==> src/rtl/uart_pkg.sv <==
// Shared types and helpers for the buffered UART receiver.
package uart_pkg;

  localparam int unsigned UART_DATA_BITS = 8;

  typedef enum logic [1:0] {
    IDLE,
    START,
    DATA,
    STOP
  } rx_state_t;

  // Bit-period divisor rounded to the nearest clock cycle.
  function automatic int unsigned uart_div(input int unsigned clk_freq, input int unsigned baud);
    return (clk_freq + baud / 2) / baud;
  endfunction

endpackage

==> src/rtl/sync_fifo.sv <==
// Show-ahead synchronous FIFO; a push while full is accepted only if a pop frees a slot that cycle.
module sync_fifo #(
  parameter int unsigned WIDTH = 8,
  parameter int unsigned DEPTH = 16
) (
  input  logic                     clk,
  input  logic                     arstn,
  input  logic                     push,
  input  logic [WIDTH-1:0]         push_data,
  input  logic                     pop,
  output logic [WIDTH-1:0]         pop_data,
  output logic                     full,
  output logic                     empty,
  output logic [$clog2(DEPTH):0]   level,
  output logic                     drop_c
);

  localparam int unsigned AW = $clog2(DEPTH);

  if (DEPTH < 2 || (1 << AW) != DEPTH) begin : g_depth_check
    $error("sync_fifo: DEPTH must be a power of two and at least 2");
  end

  logic [WIDTH-1:0] mem [DEPTH];
  logic [AW:0]      wr_ptr;
  logic [AW:0]      rd_ptr;
  logic             do_push;
  logic             do_pop;

  assign empty    = (wr_ptr == rd_ptr);
  assign full     = (wr_ptr[AW] != rd_ptr[AW]) && (wr_ptr[AW-1:0] == rd_ptr[AW-1:0]);
  assign level    = wr_ptr - rd_ptr;
  assign do_pop   = pop & ~empty;
  assign do_push  = push & (~full | do_pop);
  assign drop_c   = push & full & ~do_pop;
  // Gate the head so a reset or drained buffer never exposes stale storage.
  assign pop_data = empty ? '0 : mem[rd_ptr[AW-1:0]];

  always_ff @(posedge clk) begin
    if (do_push) mem[wr_ptr[AW-1:0]] <= push_data;
  end

  always_ff @(posedge clk or negedge arstn) begin
    if (!arstn) begin
      wr_ptr <= '0;
      rd_ptr <= '0;
    end else begin
      if (do_push) wr_ptr <= wr_ptr + (AW+1)'(1);
      if (do_pop)  rd_ptr <= rd_ptr + (AW+1)'(1);
    end
  end

endmodule

==> src/rtl/uart_rx_buffered.sv <==
// 8N1 UART receiver with mid-bit sampling, feeding a show-ahead byte FIFO.
module uart_rx_buffered
  import uart_pkg::*;
#(
  parameter int unsigned CLK_FREQ   = 100_000_000,
  parameter int unsigned BAUD_RATE  = 115200,
  parameter int unsigned FIFO_DEPTH = 16
) (
  input  logic                          clk,
  input  logic                          arstn,
  input  logic                          serial_in,
  output logic [UART_DATA_BITS-1:0]     data_o,
  output logic                          valid_o,
  input  logic                          ready_i,
  output logic [$clog2(FIFO_DEPTH):0]   level_o,
  output logic                          frame_err_o,
  output logic                          overflow_o
);

  localparam int unsigned DIV   = uart_div(CLK_FREQ, BAUD_RATE);
  localparam int unsigned HALF  = DIV / 2;
  localparam int unsigned CNT_W = $clog2(DIV);
  localparam int unsigned IDX_W = $clog2(UART_DATA_BITS);

  if (DIV < 4) begin : g_div_check
    $error("uart_rx_buffered: CLK_FREQ/BAUD_RATE must be at least 4");
  end

  logic [1:0]                sync_q;
  logic                      rx;
  logic                      rx_prev;
  rx_state_t                 state;
  logic [CNT_W-1:0]          cnt;
  logic [IDX_W-1:0]          bit_idx;
  logic [UART_DATA_BITS-1:0] shreg;
  logic                      byte_push;
  logic                      fifo_full;
  logic                      fifo_empty;

  assign rx = sync_q[1];

  // Two-flop synchroniser plus one history flop for falling-edge detection.
  always_ff @(posedge clk or negedge arstn) begin
    if (!arstn) begin
      sync_q  <= 2'b11;
      rx_prev <= 1'b1;
    end else begin
      sync_q  <= {sync_q[0], serial_in};
      rx_prev <= rx;
    end
  end

  // Deframer: count from the detected edge to mid-bit, then step one bit period per sample.
  always_ff @(posedge clk or negedge arstn) begin
    if (!arstn) begin
      state       <= IDLE;
      cnt         <= '0;
      bit_idx     <= '0;
      shreg       <= '0;
      byte_push   <= 1'b0;
      frame_err_o <= 1'b0;
    end else begin
      byte_push   <= 1'b0;
      frame_err_o <= 1'b0;
      unique case (state)
        IDLE: begin
          if (!rx && rx_prev) begin
            state   <= START;
            cnt     <= '0;
            bit_idx <= '0;
          end
        end
        START: begin
          if (cnt == CNT_W'(HALF - 1)) begin
            cnt   <= '0;
            state <= rx ? IDLE : DATA;
          end else begin
            cnt <= cnt + CNT_W'(1);
          end
        end
        DATA: begin
          if (cnt == CNT_W'(DIV - 1)) begin
            cnt     <= '0;
            shreg   <= {rx, shreg[UART_DATA_BITS-1:1]};
            bit_idx <= bit_idx + IDX_W'(1);
            if (bit_idx == IDX_W'(UART_DATA_BITS - 1)) state <= STOP;
          end else begin
            cnt <= cnt + CNT_W'(1);
          end
        end
        STOP: begin
          if (cnt == CNT_W'(DIV - 1)) begin
            cnt         <= '0;
            state       <= IDLE;
            byte_push   <= rx;
            frame_err_o <= ~rx;
          end else begin
            cnt <= cnt + CNT_W'(1);
          end
        end
        default: state <= IDLE;
      endcase
    end
  end

  sync_fifo #(
    .WIDTH (UART_DATA_BITS),
    .DEPTH (FIFO_DEPTH)
  ) u_fifo (
    .clk       (clk),
    .arstn     (arstn),
    .push      (byte_push),
    .push_data (shreg),
    .pop       (ready_i),
    .pop_data  (data_o),
    .full      (fifo_full),
    .empty     (fifo_empty),
    .level     (level_o),
    .drop_c    (overflow_o)
  );

  assign valid_o = ~fifo_empty;

endmodule

==> config.mk <==
export PLATFORM = sky130hd
export DESIGN_NAME = uart_rx_buffered
export DESIGN_NICKNAME = d
export VERILOG_FILES = /design/src/rtl/uart_pkg.sv /design/src/rtl/sync_fifo.sv /design/src/rtl/uart_rx_buffered.sv
export SDC_FILE = /design/constraint.sdc
export NUM_CORES = 1
export LEC_CHECK = 0
export CORE_UTILIZATION = 50
export CTS_CLUSTER_SIZE = 40
export DETAILED_ROUTE_END_ITERATION = 12
export PLACE_DENSITY = 0.67
export SYNTH_ARGS = -nofsm -noshare
export SYNTH_HDL_FRONTEND = slang
export SYNTH_HIERARCHICAL = 1
export SYNTH_SLANG_ARGS = --single-unit
==> constraint.sdc <==
create_clock -name clk -period 5.05 [get_ports clk]
set_input_delay 0.7575 -clock clk [delete_from_list [all_inputs] [get_ports clk]]
set_output_delay 0.7575 -clock clk [all_outputs]
set_load 0.1 [all_outputs]
======== Yosys cells after proc, flatten, opt, wreduce, memory -nomap -nowiden ========
Memories as Yosys holds them, arrays and structs flattened.
Index checks and enable logic that the tools add are counted.
word-level totals
  bits of input ports ..................... 4
  output and inout bits ................... 16
  memory bits (writable) .................. 128
  register bits ........................... 38
  memories ................................ 1
  logic and storage cells ................. 69
cells by class
  bitwise operators ....................... 9
  add/sub/neg operators ................... 5
  reduce and logical (&&, ||, !) cells .... 9
  muxes and demuxes ....................... 21
  eq/ne operators ......................... 14
memory list
  memory      depth  width  rd ports  clocked after Yosys merged registers in  write ports  line             RTL
  u_fifo.mem  16     8      1         0                                        1            sync_fifo.sv:24  logic [WIDTH-1:0] mem [DEPTH];
operators with widths
  kind                                                   count
  two-way mux 10 bit                                     3
  one-hot mux 10 bit (3 select lines)                    1
  two-way mux 2 bit                                      6
  adder 10 x 1 -> 10 bit (second input constant)         1
  adder 5 x 1 -> 5 bit (second input constant)           2
  equality test 10 bit (second input constant)           1
  equality test 10 x 9 -> 1 bit (second input constant)  1
  != test 2 bit (second input constant)                  5
  two-way mux 8 bit                                      1
  one-hot mux 2 bit (4 select lines)                     1
  two-way mux 1 bit                                      6
  two-way mux 3 bit                                      2
  one-hot mux 3 bit (2 select lines)                     1
  equality test 5 bit                                    1
  AND reduction 5 bit                                    1
  subtractor 5 bit                                       1
  AND 1 bit                                              4
  equality test 2 bit (second input constant)            2
  equality test 4 bit                                    1
  inverter 1 bit                                         4
  adder 3 x 1 -> 3 bit (second input constant)           1
  equality test 3 bit (second input constant)            1
  AND reduction 3 bit                                    1
  equality test 2 x 1 -> 1 bit (second input constant)   1
  other kinds (8)                                        9

======== Longest topological paths before layout ========
Gate-level depths: netlist of the first run.
  depth in word-level cells ............... 7
  gate-level depth with buffers ........... 9
  mapped depth without buffers ............ 7

======== Hierarchy ========
The synthesis of the first run kept the hierarchy.
modules (own cells, without submodules)
  module            sequential area each (sq um)  cells each  area an instance (sq um)  instances
  sync_fifo         4093.9                        281         5699.2                    1
  uart_rx_buffered  704.4                         126         1381.3                    1

======== Worst setup path after synthesis of the first run ========
No wires, ideal clock.
  path type ............................... register to output
  from .................................... register u_fifo.rd_ptr[1]
  to ...................................... output port overflow_o
  setup slack ............................. -0.190 ns
  arrival ................................. 4.483 ns
  stages on the path, launching flop included .. 7
  path through ............................ dfrtp_1 > buf_2 > clkbuf_1 > inv_1 > ha_1 > nand4_1 > nor4b_1
between the ends
  longest elaborated chain between the ends .. 5
  elaborated cells between the ends (all ways) .. 8
ends and longest elaborated chain
  what                    line                    RTL
  from (decl)             sync_fifo.sv:26         logic [AW:0] rd_ptr;
  from (signal assigned)  sync_fifo.sv:49         if (do_pop) rd_ptr <= rd_ptr + (AW+1)'(1);
  equality test 5 bit     sync_fifo.sv:30         assign empty = (wr_ptr == rd_ptr);
  inverter 1 bit          sync_fifo.sv:33         assign do_pop = pop & ~empty;
  AND 1 bit               sync_fifo.sv:33
  inverter 1 bit          sync_fifo.sv:35         assign drop_c = push & full & ~do_pop;
  AND 1 bit *             sync_fifo.sv:35
  to (decl)               uart_rx_buffered.sv:17  output logic overflow_o
Mark *: on every way between the ends. The rest lies on a longest branch, timed or not.

======== Final worst setup path of the first run ========
  from .................................... register u_fifo.rd_ptr[0]
  to ...................................... output port data_o[4]
between the ends
  longest elaborated chain between the ends .. 2
  elaborated cells between the ends (all ways) .. 3
ends and longest elaborated chain
  what                 line                    RTL
  equality test 5 bit  sync_fifo.sv:30
  net fifo_empty       uart_rx_buffered.sv:38  logic fifo_empty;
  two-way mux 8 bit    sync_fifo.sv:37         assign pop_data = empty ? '0 : mem[rd_ptr[AW-1:0]];
  to (decl)            uart_rx_buffered.sv:12  output logic [UART_DATA_BITS-1:0] data_o,
The timed path passes the listed nets, and every way through them passes these cells.

==> results of run 1 <==
## sequential cells by signal (all words and copies together) (netlist names), named ones only
name	count
bit_idx	3
frame_err_o	1
state	1
u_fifo/mem	128
u_fifo/rd_ptr	5
cnt	10
sync_q	2
shreg	8
rx_prev	1
u_fifo/wr_ptr	5
byte_push	1
## final cells by class
class | count | area (um^2)
clock buffers | 22 | 444
clock inverters | 10 | 178
fillers | 1033 | 5840
inverters | 13 | 51.3
multi-input cells | 213 | 2130
flip-flops and latches | 166 | 4800
well taps | 180 | 225
repair buffers | 21 | 165
## worst max path at each step
stage	to	slack, ps	cells after the start
floorplan	data_o[6]	1080	8
finish	data_o[4]	1140	7
global route	data_o[5]	870	7
CTS	data_o[4]	1100	7
global placement	data_o[5]	1680	7
detailed placement	data_o[4]	1550	7
## where the power goes
| part | internal [mW] | switching, mW | total [mW] |
|---|---|---|---|
| Clock | 0.873 | 0.475 | 1.35 |
| Combinational | 0.251 | 0.531 | 0.782 |
| Sequential | 1.49 | 0.0975 | 1.58 |
| Total | 2.61 | 1.10 | 3.71 |
## worst max-delay path, stage by stage (launching register included)
cell,delay (ps)
dfrtp_2,860
ha_1,390
and4_1,210
nand2_1,230
inv_4,100
nor2_1,400
a221o_1,250
buf_4,290
## metal layers
metal  track usage, %  part of all wire (%)
met2             29.4                    49
met5                0                     0
met3             4.51                   4.3
met4             8.18                  0.96
met1             28.0                    46
## per-stage QoR
stage	util [%]	area, um^2	setup slack [ps]
6_report	57.8	7990	1140
5_1_grt	57.8	7990	865
4_1_cts	57.8	7990	1100
3_5_place_dp	53.3	7370	1550
3_3_place_gp	53.3	7370	1680
2_1_floorplan	-	7080	1080
==> metrics.csv, run 1 <==
metric;value;unit
rsz0062_at_grt;no;
min_path_cells;0;
numCtsBuffers;17;
finalPower;3.71;mW
grt_overflow;0;
drive_gt1_share;19.6;%
p_leak;3.30;nW
drt_iter0_drc;333;
reg2reg_depth;5;
fin_cells;625;
dieHeight;121;um
portBuffers;19;
holdWs;355;ps
diodes;0;
whs_endpoint;sync_q[1];
hold_viol;0;
finalSetupTns;0;ps
grtUsageTotal;19.7;%
row_count;43;
placedCellCount;593;
maxCapViolCount;0;
min_period;3910;ps
vias;3623;
grt_max_degree;39;
rr_startpoint;u_fifo/rd_ptr[0];
tightest_slew;1230;ps
postCtsSetupBuffers;0;
drtPass1Iterations;4;
critPathMaxFanout;24;
grt_pass1_vias;3617;
hp-class;reg2reg;
cts_tree;done;
hpwl;8.47;mm
fmax;0.256;GHz
min_from;sync_q[0];
cts.clk_slew.worst_paths;60;ps
irDropWorstVdd;0.518;mV
syn-cell-area;7080;um^2
avgSynthCellArea;17.4;um^2
cts.sinks;166;
status;complete, no violations;
core-area;13800;um^2
io_pins;20;
skew;4.45;ps
synthCells;406;
cp_data_required_time;4290;ps
routed_via_density;5.80;
syn_nets;424;
cts_hold_buf;0;
crit_type;reg2out;
critPathLaunchType;flop;
arrival;3150;ps
yosysWarningCount;6;
area_delta_synth_final;12.9;%
wl_per_cell;20.9;um
initial_utilization;51.2;%
maxSlewViolCount;0;
reg2reg_slack;2050;ps
htreeDepth;4;
fp.dieW;121;um
finalCritPeriodShare;77.5;%
finalWeightedCongestion;0.820;
antenna_found_initial;0;
power_density;465;nW/um^2
nNetsFinal;450;
layout_common_cells;edfxtp_1, dfrtp_1, nand2_1;
crit_start;u_fifo/rd_ptr[0];
clk_path_buf_depth;2;
layout_commonest_cell;edfxtp_1;
wl;13.1;mm
ant_nets;0;
endpoint_kind;output port;
clock_latency;410;ps
setup_viol;0;
clockRootBuffer;clkbuf_16;
cts.repair.resized;0;
r2r_end;u_fifo/mem[3][1];
drc;0;
slew-limit-headroom;17.4;%
dieArea;14600;um^2
grt_pass1_wl;20.5;mm
No activity file was read; power rests on OpenSTA's default activity.
==> run 2, diff against run 1 <==
--- a/config.mk
+++ b/config.mk
@@ -8,7 +8,7 @@
 export CORE_UTILIZATION = 50
 export CTS_CLUSTER_SIZE = 40
 export DETAILED_ROUTE_END_ITERATION = 12
-export PLACE_DENSITY = 0.67
+export PLACE_DENSITY = 0.69
 export SYNTH_ARGS = -nofsm -noshare
 export SYNTH_HDL_FRONTEND = slang
 export SYNTH_HIERARCHICAL = 1
==> constraint.sdc (replaced) <==
create_clock -name clk -period 3.3 [get_ports clk]
set_input_delay 0.495 -clock clk [delete_from_list [all_inputs] [get_ports clk]]
set_output_delay 0.495 -clock clk [all_outputs]
set_load 0.1 [all_outputs]
==> run 2 against run 1 <==
Power grew 62%. Cell area grew 3.3%. Largest power group unchanged. Critical endpoint unchanged. Sequential share of layout area shrank 1.9 points. Hold slack lost 160 ps. Highest routed layer unchanged. Flip-flop and latch count is the same.
==> metrics.csv, run 2 (synthesis results as in run 1) <==
metric;value;unit
fp.dieW;121;um
post-route-util;59.7;%
cts.sinks;166;
drtPass1Iterations;5;
drt_iter0_drc;364;
critPathLaunchType;flop;
cts_tree;done;
drive_gt1_share;22.5;%
grt_pass1_wl;20.6;mm
p_leak;3.39;nW
nNetsFinal;454;
clock_latency;420;ps
dieArea;14600;um^2
wl_per_cell;20.8;um
htreeDepth;4;
portBuffers;19;
finalSetupTns;0;ps
grtUsageTotal;19.7;%
min_period;3150;ps
finalCritPeriodShare;95.4;%
grt_max_degree;39;
layout_common_cells;edfxtp_1, dfrtp_1, nand2_1;
critPathMaxFanout;10;
power_density;730;nW/um^2
vias;3666;
largest_reg_flops;128;
skew;7.44;ps
crit_type;reg2out;
grt_pass1_vias;3670;
io_pins;20;
hp-class;in2async;
finalPower;6.02;mW
grt_overflow;0;
clockRootBuffer;clkbuf_16;
wl;13.1;mm
hold_viol;0;
numCtsBuffers;17;
maxCapViolCount;0;
row_count;43;
tightest_slew;1140;ps
area_delta_synth_final;16.6;%
fmax;0.318;GHz
routed_via_density;5.84;
drc;0;
rsz0062_at_grt;no;
cts.clk_slew.worst_paths;60;ps
setup_slack;151;ps
clk_path_buf_depth;2;
irDropWorstVdd;1.01;mV
setup_viol;0;
arrival;2650;ps
status;complete, no violations;
core-area;13800;um^2
hpwl;8.58;mm
endpoint_kind;output port;
diodes;0;
finalWeightedCongestion;0.859;
cp_data_required_time;2800;ps
maxSlewViolCount;0;
ant_nets;0;
antenna_found_initial;0;
dieHeight;121;um
layout_commonest_cell;edfxtp_1;
slew-limit-headroom;23.3;%
cts_hold_buf;0;
initial_utilization;51.2;%
place_ws;366;ps
run 2: cell type report:
cell class | count | area [um^2]
Multi-Input combinational cell | 213 | 2130
Clock buffer | 17 | 425
Inverter | 13 | 53.8
Clock inverter | 14 | 231
Timing Repair Buffer | 25 | 380
Fill cell | 979 | 5580
Sequential cell | 166 | 4800
Tap cell | 180 | 225
run 2: where the power goes:
group	internal (mW)	leakage, nW	switching (mW)
combinational	0.557	1.09	0.929
clock	1.41	0.313	0.763
sequential	2.28	1.98	0.0860
total	4.24	3.39	1.78
run 2: metal layers:
metal	routed length, um	up-vias	global-route usage, %
met5	0	-	0
li1	-	1671	-
met3	597	11	5.59
met1	5950	1889	27.4
met2	6380	95	30.2
met4	148	0	6.25
run 2: path summary, 6_finish.rpt:
check,end,start,depth (start not counted),slack (ps)
worst max-delay path,data_o[4],u_fifo/rd_ptr[3],8,150
worst min register to register,sync_q[1],sync_q[0],0,360
max in group asynchronous,u_fifo/rd_ptr[0],arstn,1,2500
worst min-delay path,shreg[1],arstn,1,190
min in group clk,sync_q[1],sync_q[0],0,360
worst max register to register,u_fifo/mem[1][4],u_fifo/rd_ptr[3],6,580
run 2: repair_timing:
| item | 4_1_cts | 5_1_grt |
|---|---|---|
| cloned | 0 | 0 |
| buffers inserted | 0 | 2 |
| resized for setup | 2 | 3 |
| hold endpoints to repair | 0 | 0 |
| endpoints found under the setup margin | 7 | 7 |
run 2: worst max-delay path: stages, from the launching register on:
cell and delay [ps]:
dfrtp_1 440, inv_4 190, ha_1 310, and4_1 190
nand2_1 220, inv_4 120, nor2_2 290, a221o_1 280
buf_12 190
run 2: through the flow:
step	hold WS (ps)	instances	cell area, um^2
floorplan	199	406	7090
global placement	346	595	7570
detailed placement	348	595	7570
CTS	204	626	8230
global route	257	628	8250
finish	193	628	8250
